$ cat config.mk
export PLATFORM = sky130hd
export DESIGN_NAME = chunked_rca_adder
export DESIGN_NICKNAME = d
export VERILOG_FILES = /design/src/rtl/chunked_rca_adder.sv
export SDC_FILE = /design/constraint.sdc
export NUM_CORES = 1
export LEC_CHECK = 0
export ABC_CLOCK_PERIOD_IN_PS = 4500
export CAP_MARGIN = 20
export CORE_MARGIN = 1
export CORE_UTILIZATION = 54
export CTS_CLUSTER_DIAMETER = 150
export CTS_CLUSTER_SIZE = 10
export DETAILED_ROUTE_END_ITERATION = 16
export PLACE_DENSITY = 0.8
export SLEW_MARGIN = 10
export SYNTH_ARGS = -nofsm -noshare
export SYNTH_HDL_FRONTEND = slang
export SYNTH_SLANG_ARGS = --single-unit
$ cat constraint.sdc
create_clock -name clk -period 4.5 [get_ports clk]
set_clock_uncertainty 0.1 [all_clocks]
set_input_delay 0.9 -clock clk [delete_from_list [all_inputs] [get_ports clk]]
set_output_delay 0.9 -clock clk [all_outputs]
set_load 0.02 [all_outputs]
$ cat src/rtl/chunked_rca_adder.sv
// Multi-cycle add/subtract unit: one CHUNK-bit ripple slice reused
// NCHUNK times, with the inter-slice carry held in a flop.
module chunked_rca_adder #(
  parameter int WIDTH = 16,
  parameter int CHUNK = 4
) (
  input  logic             clk,
  input  logic             reset,
  input  logic             enable,
  input  logic             start,
  input  logic             sub,
  input  logic             Cin,
  input  logic [WIDTH-1:0] A,
  input  logic [WIDTH-1:0] B,
  output logic             busy,
  output logic             done,
  output logic [WIDTH:0]   Q,
  output logic             ovf
);

  localparam int NCHUNK = WIDTH / CHUNK;
  localparam int IW = (NCHUNK > 1) ? $clog2(NCHUNK) : 1;

  typedef enum logic [1:0] {
    IDLE,
    RUN,
    DONE
  } state_t;

  state_t           state;
  state_t           state_nx;
  logic [WIDTH-1:0] a_r;
  logic [WIDTH-1:0] b_r;
  logic [WIDTH-1:0] sum_r;
  logic [WIDTH-1:0] sum_nx;
  logic             carry;
  logic [IW-1:0]    idx;
  logic [CHUNK-1:0] sa;
  logic [CHUNK-1:0] sb;
  logic [CHUNK-1:0] ss;
  logic [CHUNK:0]   c;
  logic             last;

  assign last = (idx == IW'(NCHUNK - 1));
  assign busy = (state == RUN);
  assign done = (state == DONE);

  // c[CHUNK-1] is the carry into the slice MSB, used for overflow
  always_comb begin
    sa     = a_r[int'(idx)*CHUNK +: CHUNK];
    sb     = b_r[int'(idx)*CHUNK +: CHUNK];
    ss     = '0;
    c      = '0;
    c[0]   = carry;
    for (int i = 0; i < CHUNK; i++) begin
      ss[i]   = sa[i] ^ sb[i] ^ c[i];
      c[i+1]  = (sa[i] & sb[i]) | (c[i] & (sa[i] ^ sb[i]));
    end
    sum_nx = sum_r;
    sum_nx[int'(idx)*CHUNK +: CHUNK] = ss;
  end

  always_comb begin
    state_nx = state;
    unique case (state)
      IDLE:    if (start) state_nx = RUN;
      RUN:     if (last) state_nx = DONE;
      DONE:    state_nx = start ? RUN : IDLE;
      default: state_nx = IDLE;
    endcase
  end

  always_ff @(posedge clk or posedge reset) begin
    if (reset) begin
      state <= IDLE;
      a_r   <= '0;
      b_r   <= '0;
      sum_r <= '0;
      carry <= 1'b0;
      idx   <= '0;
      Q     <= '0;
      ovf   <= 1'b0;
    end else if (enable) begin
      state <= state_nx;
      if (state != RUN && start) begin
        a_r   <= A;
        b_r   <= sub ? ~B : B;
        carry <= sub ? 1'b1 : Cin;
        idx   <= '0;
      end else if (state == RUN) begin
        carry <= c[CHUNK];
        sum_r <= sum_nx;
        idx   <= last ? '0 : idx + 1'b1;
        if (last) begin
          Q   <= {c[CHUNK], sum_nx};
          ovf <= c[CHUNK] ^ c[CHUNK-1];
        end
      end
    end
  end

endmodule
Yosys cells after proc, flatten, opt, wreduce, memory -nomap -nowiden

Index checks and enable logic that the tools add are counted.

Reduce and logical (&&, ||, !) cells: 8
Bitwise operators: 23
Add/subtract/negate cells: 2
Shifts and indexed selects: 4
Multiplexer cells: 12
Equality and inequality tests: 6

Operators by type and width:

| operator                | number |
|---|---|
| $neg 4->33              | 1 |
| $shift 4x33->16 const A | 1 |
| $shiftx 4x33->16        | 1 |
| $shiftx 16x5->4         | 2 |
| $bwmux 16               | 1 |
| $mux 16                 | 1 |
| $not 16->16             | 1 |
| $mux 2                  | 5 |
| $xor 1x1->1             | 9 |
| $and 1x1->1             | 8 |
| $pmux 2 s3              | 1 |
| $reduce_and 3->1        | 2 |
| $eq 2x2->1 const B      | 2 |
| $mux 1                  | 4 |
| $ne 2x1->1 const B      | 2 |
| $or 1x1->1              | 4 |
| $reduce_and 2->1        | 2 |
| $reduce_and 4->1        | 1 |
| $add 2x1->2 const B     | 1 |
| $eq 2x1->1 const B      | 1 |
| $logic_not 2->1         | 1 |
| $ne 2x2->1 const B      | 1 |
| $reduce_bool 2->1       | 1 |
| $logic_and 1x1->1       | 1 |
| $not 1->1               | 1 |

Input port bits: 38
Output and inout port bits: 20
Word-level logic and storage cells: 63
Register bits after elaboration: 71

Logic depth before layout (Yosys ltp)

Depth in word-level cells: 12
Depth in mapped cells: 13
Depth with buffers taken out: 11

Least setup slack after synthesis

No wires, ideal clock.

Path kind: register to register
From: reg idx[0]
To: reg Q[11]
Path buffers: 2
Clock period less this slack: 3186 ps
Setup time: 77 ps
Data required time: 4323 ps
Path slack: 1314 ps
Arrival: 3009 ps
Cell stages (with the launch flop): 14
Cells stage by stage: dfrtp_1 > buf_4 > mux4_2 > inv_1 > fa_1 > inv_1 > fa_1 > inv_1 > fa_1 > inv_1 > fa_1 > clkbuf_1 > a21oi_1 > a21oi_1

Longest elaborated chain between the ends: 11
Elaborated cells between the ends (all ways): 25
Those cells by class: 1 x add/sub; 1 x eq/ne; 4 x shift; 1 x mux; 17 x bitwise; 1 x reduce/logical

Ends and longest elaborated chain:

| item                               | line   | text |
|---|---|---|
| start: declaration                 | 37     | `logic [IW-1:0] idx;` |
| start signal: assignment           | 93     | `idx <= last ? '0 : idx + 1'b1;` |
| $shiftx 16x5->4 (on tied branches) | 50, 51 |  |
| $xor 1x1->1                        | 56, 57 |  |
| $and 1x1->1                        | 57     | `c[i+1] = (sa[i] & sb[i]) \| (c[i] & (sa[i] ^ sb[i]));` |
| $or 1x1->1                         | 57     |  |
| $and 1x1->1                        | 57     |  |
| $or 1x1->1                         | 57     |  |
| $and 1x1->1                        | 57     |  |
| $or 1x1->1                         | 57     |  |
| $xor 1x1->1                        | 56     | `ss[i] = sa[i] ^ sb[i] ^ c[i];` |
| $shiftx 4x33->16                   | 60     | `sum_nx[int'(idx)*CHUNK +: CHUNK] = ss;` |
| $bwmux 16                          | 60     |  |
| end signal: assignment             | 95     | `Q <= {c[CHUNK], sum_nx};` |
| end: declaration                   | 17     | `output logic [WIDTH:0] Q,` |

Parallel ways exist; a longest one is shown, timed or not.
A chain may end at the register's enable or synchronous reset.

Worst setup path after layout

Same ends and word-level chain as after synthesis.

==> summary.txt <==
Power
  – Max VDD drop: 0.5508 mV
  – Pwr/cell area: 778.4 mW/mm²
  – Net switching share of the total power: 37.21%
  – Leakage power: 1.927 nW
  – Power consumption: 0.003414 W
  – Reg power frac: 33.9%
  – Logic pwr share: 51.0%
  – Power spent charging and discharging nets: 0.001270 W
  – Cell-internal power: 0.002144 W
  – Proportion of power drawn by the clock network: 15.1%

Yosys
  – Count of different cell masters after synthesis: 33
  – Register bit total from synthesis: 71
  – Share of synthesized area occupied by flip-flops and latches: 48.91%
  – Post-synth design cell area: 0.003632 mm²
  – Gate count of the mapped netlist: 278
  – Number of nets in the synthesized netlist: 326
  – Average size of a mapped cell: 13.07 µm²
  – Count of warnings emitted by yosys: 0

Setup path
  – Worst Path Arrival: 3.78 ns
  – Kind of start point of the critical path: flip-flop
  – Crit path launch: idx[0]
  – FF-to-FF Start: idx[0]
  – Capturing element type of the critical path: flip-flop
  – Setup slack of the worst register-to-register path: 0.90 ns
  – Data required time of the critical path: 4.68 ns
  – Type of the setup path with the least slack: flip-flop to flip-flop
  – Critical path fanouts, max: 18

Outcome
  – Violations in the final reports: design-rule violations
  – Run status: finished, violations left

Place
  – Placed cell count: 396
  – Weighted congestion at the end of routability-driven global placement: 0.7817
  – Dpl hpwl: 4683 µm
  – Number of buffers inserted by port buffering: 57
  – Post-Place Setup Slack: 0.9002 ns

Final layout
  – Final cell count without fillers: 411
  – Most frequent cells in the layout: sky130_fd_sc_hd__dfrtp_1, sky130_fd_sc_hd__clkdlybuf4s50_1, sky130_fd_sc_hd__mux2_4, sky130_fd_sc_hd__nor2_1
  – Diode count: 0
  – Footprint of the multi-input gates: 0.001678 mm²
  – Post-synthesis to final-layout area growth: 20.77%
  – Nets@finish: 378
  – Number of inserted filler cells in the final layout: 492
  – Share of layout cells above drive strength 1: 19.46%
  – Most common cell after layout, fill and taps aside: sky130_fd_sc_hd__dfrtp_1
  – Footprint of the flip-flops and latches: 0.001777 mm²
  – Final standard cell utilization of the core: 68.30%

Clocking
  – Buffer depth of the longest clock path: 2
  – Clock latency on the worst-skew pair: 0.36 ns
  – Hold Buf Count CTS: 0
  – Number of buffers added by the clock tree synthesis step: 9
  – H-tree depth: 3
  – Clock-pin slew of the registers on the worst-case setup and hold paths: 0.07 ns
  – Cells resized by post-CTS repair: 0
  – # clock sinks: 71
  – CTS tree: yes
  – Post-CTS repair timing setup buffer count: 0
  – Clock tree root buffer cell: sky130_fd_sc_hd__clkbuf_8

STA
  – Final Slew Violations: 0
  – Final setup fails: 0
  – Max Clk Rate: 277.8 MHz
  – Setup repair after global routing missed its margin: false
  – Slew at the pin closest to its max-slew limit: 1.104 ns
  – Worst slew slack as a fraction of its limit: 25.43%
  – Ratio of final minimum period to clock period: 79.98%
  – Least setup slack across all paths after layout: 0.9007 ns
  – Minimum clock period: 3.599 ns
  – Final count of hold timing violations: 0
  – Final TNS setup: 0 ns

Drt
  – Initial drt markers: 105
  – Via count of the routed design: 2241
  – Count of antenna-violating nets left after detailed routing: 0
  – DRT Pass-1 Iters: 11
  – Remaining DRCs: 4
  – Via density per instance: 5.453
  – WL per Instance: 15.88 µm
  – Sum of routed wire length over all layers: 6527 µm

Global route
  – Global-route wire length before repair: 11330 µm
  – Largest net degree at the start of global routing: 40
  – Total grt overflow: 0
  – Via count of the first global-routing pass: 2356
  – Number of antenna violations at the first check in global routing: 0
  – Global routing usage summed across all routing layers: 20.91%

Run
  – Number of maximum-capacitance violations: 0

Die
  – Initial Utilization: 56.56%
  – I/O pin count: 58
  – Core area: 0.006422 mm²
  – Count of standard-cell rows: 29
  – Horizontal die dimension: 84.02 µm
  – Area of the die: 0.007059 mm²
  – Chip Height: 84.02 µm

Min path
  – Start point of the worst hold path: sum_r[15]
  – Class of the tightest hold or removal check: flip-flop to flip-flop
[power by group through the flow]
stage	Combinational (W)	Clock (W)	Sequential, W
2_1_floorplan	0.00123	0	0.00117
3_3_place_gp	0.00171	0	0.00116
3_5_place_dp	0.00175	0	0.00117
4_1_cts	0.00175	0.000526	0.00116
5_1_grt	0.00189	0.000553	0.00120
6_report	0.00174	0.000517	0.00116
[through the flow]
step,hold slack [ns],area (µm²)
after floorplan,0.3582,3632
after global placement,0.3672,4189
after detailed placement,0.3749,4189
after CTS,0.3921,4387
after global routing,0.3953,4387
final,0.3906,4387
[cells in the mapped netlist]
cell type,number,share of area (%)
sky130_fd_sc_hd__fa_1,4,2.2
sky130_fd_sc_hd__buf_4,4,0.83
sky130_fd_sc_hd__mux2_2,4,1.2
sky130_fd_sc_hd__nor3_1,1,0.14
sky130_fd_sc_hd__buf_8,1,0.41
sky130_fd_sc_hd__nand2_1,6,0.62
sky130_fd_sc_hd__and4bb_2,1,0.34
sky130_fd_sc_hd__and4b_1,2,0.55
sky130_fd_sc_hd__nor4bb_1,1,0.28
sky130_fd_sc_hd__clkbuf_1,6,0.62
sky130_fd_sc_hd__and4bb_1,1,0.34
sky130_fd_sc_hd__and3b_1,1,0.24
sky130_fd_sc_hd__nor2b_4,3,1.1
sky130_fd_sc_hd__xor2_1,16,3.9
sky130_fd_sc_hd__xnor2_1,1,0.24
sky130_fd_sc_hd__a22o_1,10,2.4
sky130_fd_sc_hd__ha_1,6,2.1
sky130_fd_sc_hd__a21oi_1,16,2.2
sky130_fd_sc_hd__nor2b_1,9,1.6
sky130_fd_sc_hd__a21o_1,1,0.21
sky130_fd_sc_hd__mux2_4,30,12
sky130_fd_sc_hd__nor2_1,18,1.9
sky130_fd_sc_hd__buf_6,4,1.2
sky130_fd_sc_hd__dfrtp_1,71,49
sky130_fd_sc_hd__a31oi_1,8,1.4
sky130_fd_sc_hd__a32o_1,8,2.2
sky130_fd_sc_hd__mux4_2,8,5.0
sky130_fd_sc_hd__buf_2,4,0.55
sky130_fd_sc_hd__nor2_4,1,0.31
sky130_fd_sc_hd__nand2b_1,16,2.8
sky130_fd_sc_hd__a221o_1,1,0.28
sky130_fd_sc_hd__o21ai_0,3,0.41
sky130_fd_sc_hd__inv_1,12,1.2
[worst paths after layout]
check	to	depth (start not counted)
max	Q[11]	11
min in group asynchronous	a_r[6]	2
min	sum_r[15]	1
max reg2reg	Q[11]	11
max in group asynchronous	ovf	3
min reg2reg	sum_r[15]	1
[flip-flops by register name, indices dropped and copies added, names as in the netlist]
register and cells:
b_r 16, sum_r 16, idx 2, ovf 1
carry 1, Q 17, state 2, a_r 16
[per-layer routing]
layer	track usage, %	wire length, µm	share of wire, %
met1	27.95	3026	46
met5	0	0	0
met4	9.091	100	1.5
met2	32.56	3112	48
met3	5.143	287	4.4
[critical path, stage by stage, from the launching register on]
cell and delay (ns):
sky130_fd_sc_hd__dfrtp_1 0.85, sky130_fd_sc_hd__mux4_2 0.59, sky130_fd_sc_hd__inv_1 0.09, sky130_fd_sc_hd__fa_1 0.16, sky130_fd_sc_hd__inv_1 0.05, sky130_fd_sc_hd__fa_1 0.35, sky130_fd_sc_hd__inv_1 0.08, sky130_fd_sc_hd__fa_1 0.21
sky130_fd_sc_hd__inv_1 0.07, sky130_fd_sc_hd__fa_1 0.68, sky130_fd_sc_hd__a21oi_1 0.11, sky130_fd_sc_hd__a21oi_1 0.18
[area by class of cell]
| cell class | instances | share of cell area, % |
|---|---|---|
| multi-input cells | 176 | 38.25 |
| clock inverters | 3 | 0.9698 |
| flip-flops and latches | 71 | 40.50 |
| inverters | 12 | 1.027 |
| clock buffers | 12 | 3.537 |
| repair buffers | 60 | 13.52 |
| well taps | 77 | 2.196 |
[logic make-up (layout without fill, tap and decap cells)]
logic type                 after synthesis  count (layout)  synth area share, %
DFF                                     71              71                48.91
buffers and inverters                   31              87                4.891
and+or+nand+nor                         60              60                10.13
muxes                                   42              42                18.60
AOI/OAI and AO/OA                       47              47                9.094
adders and majority gates               10              10                4.271
xor gates and xnor gates                17              17                4.099
Note: power is estimated with default switching activity, not from simulation.
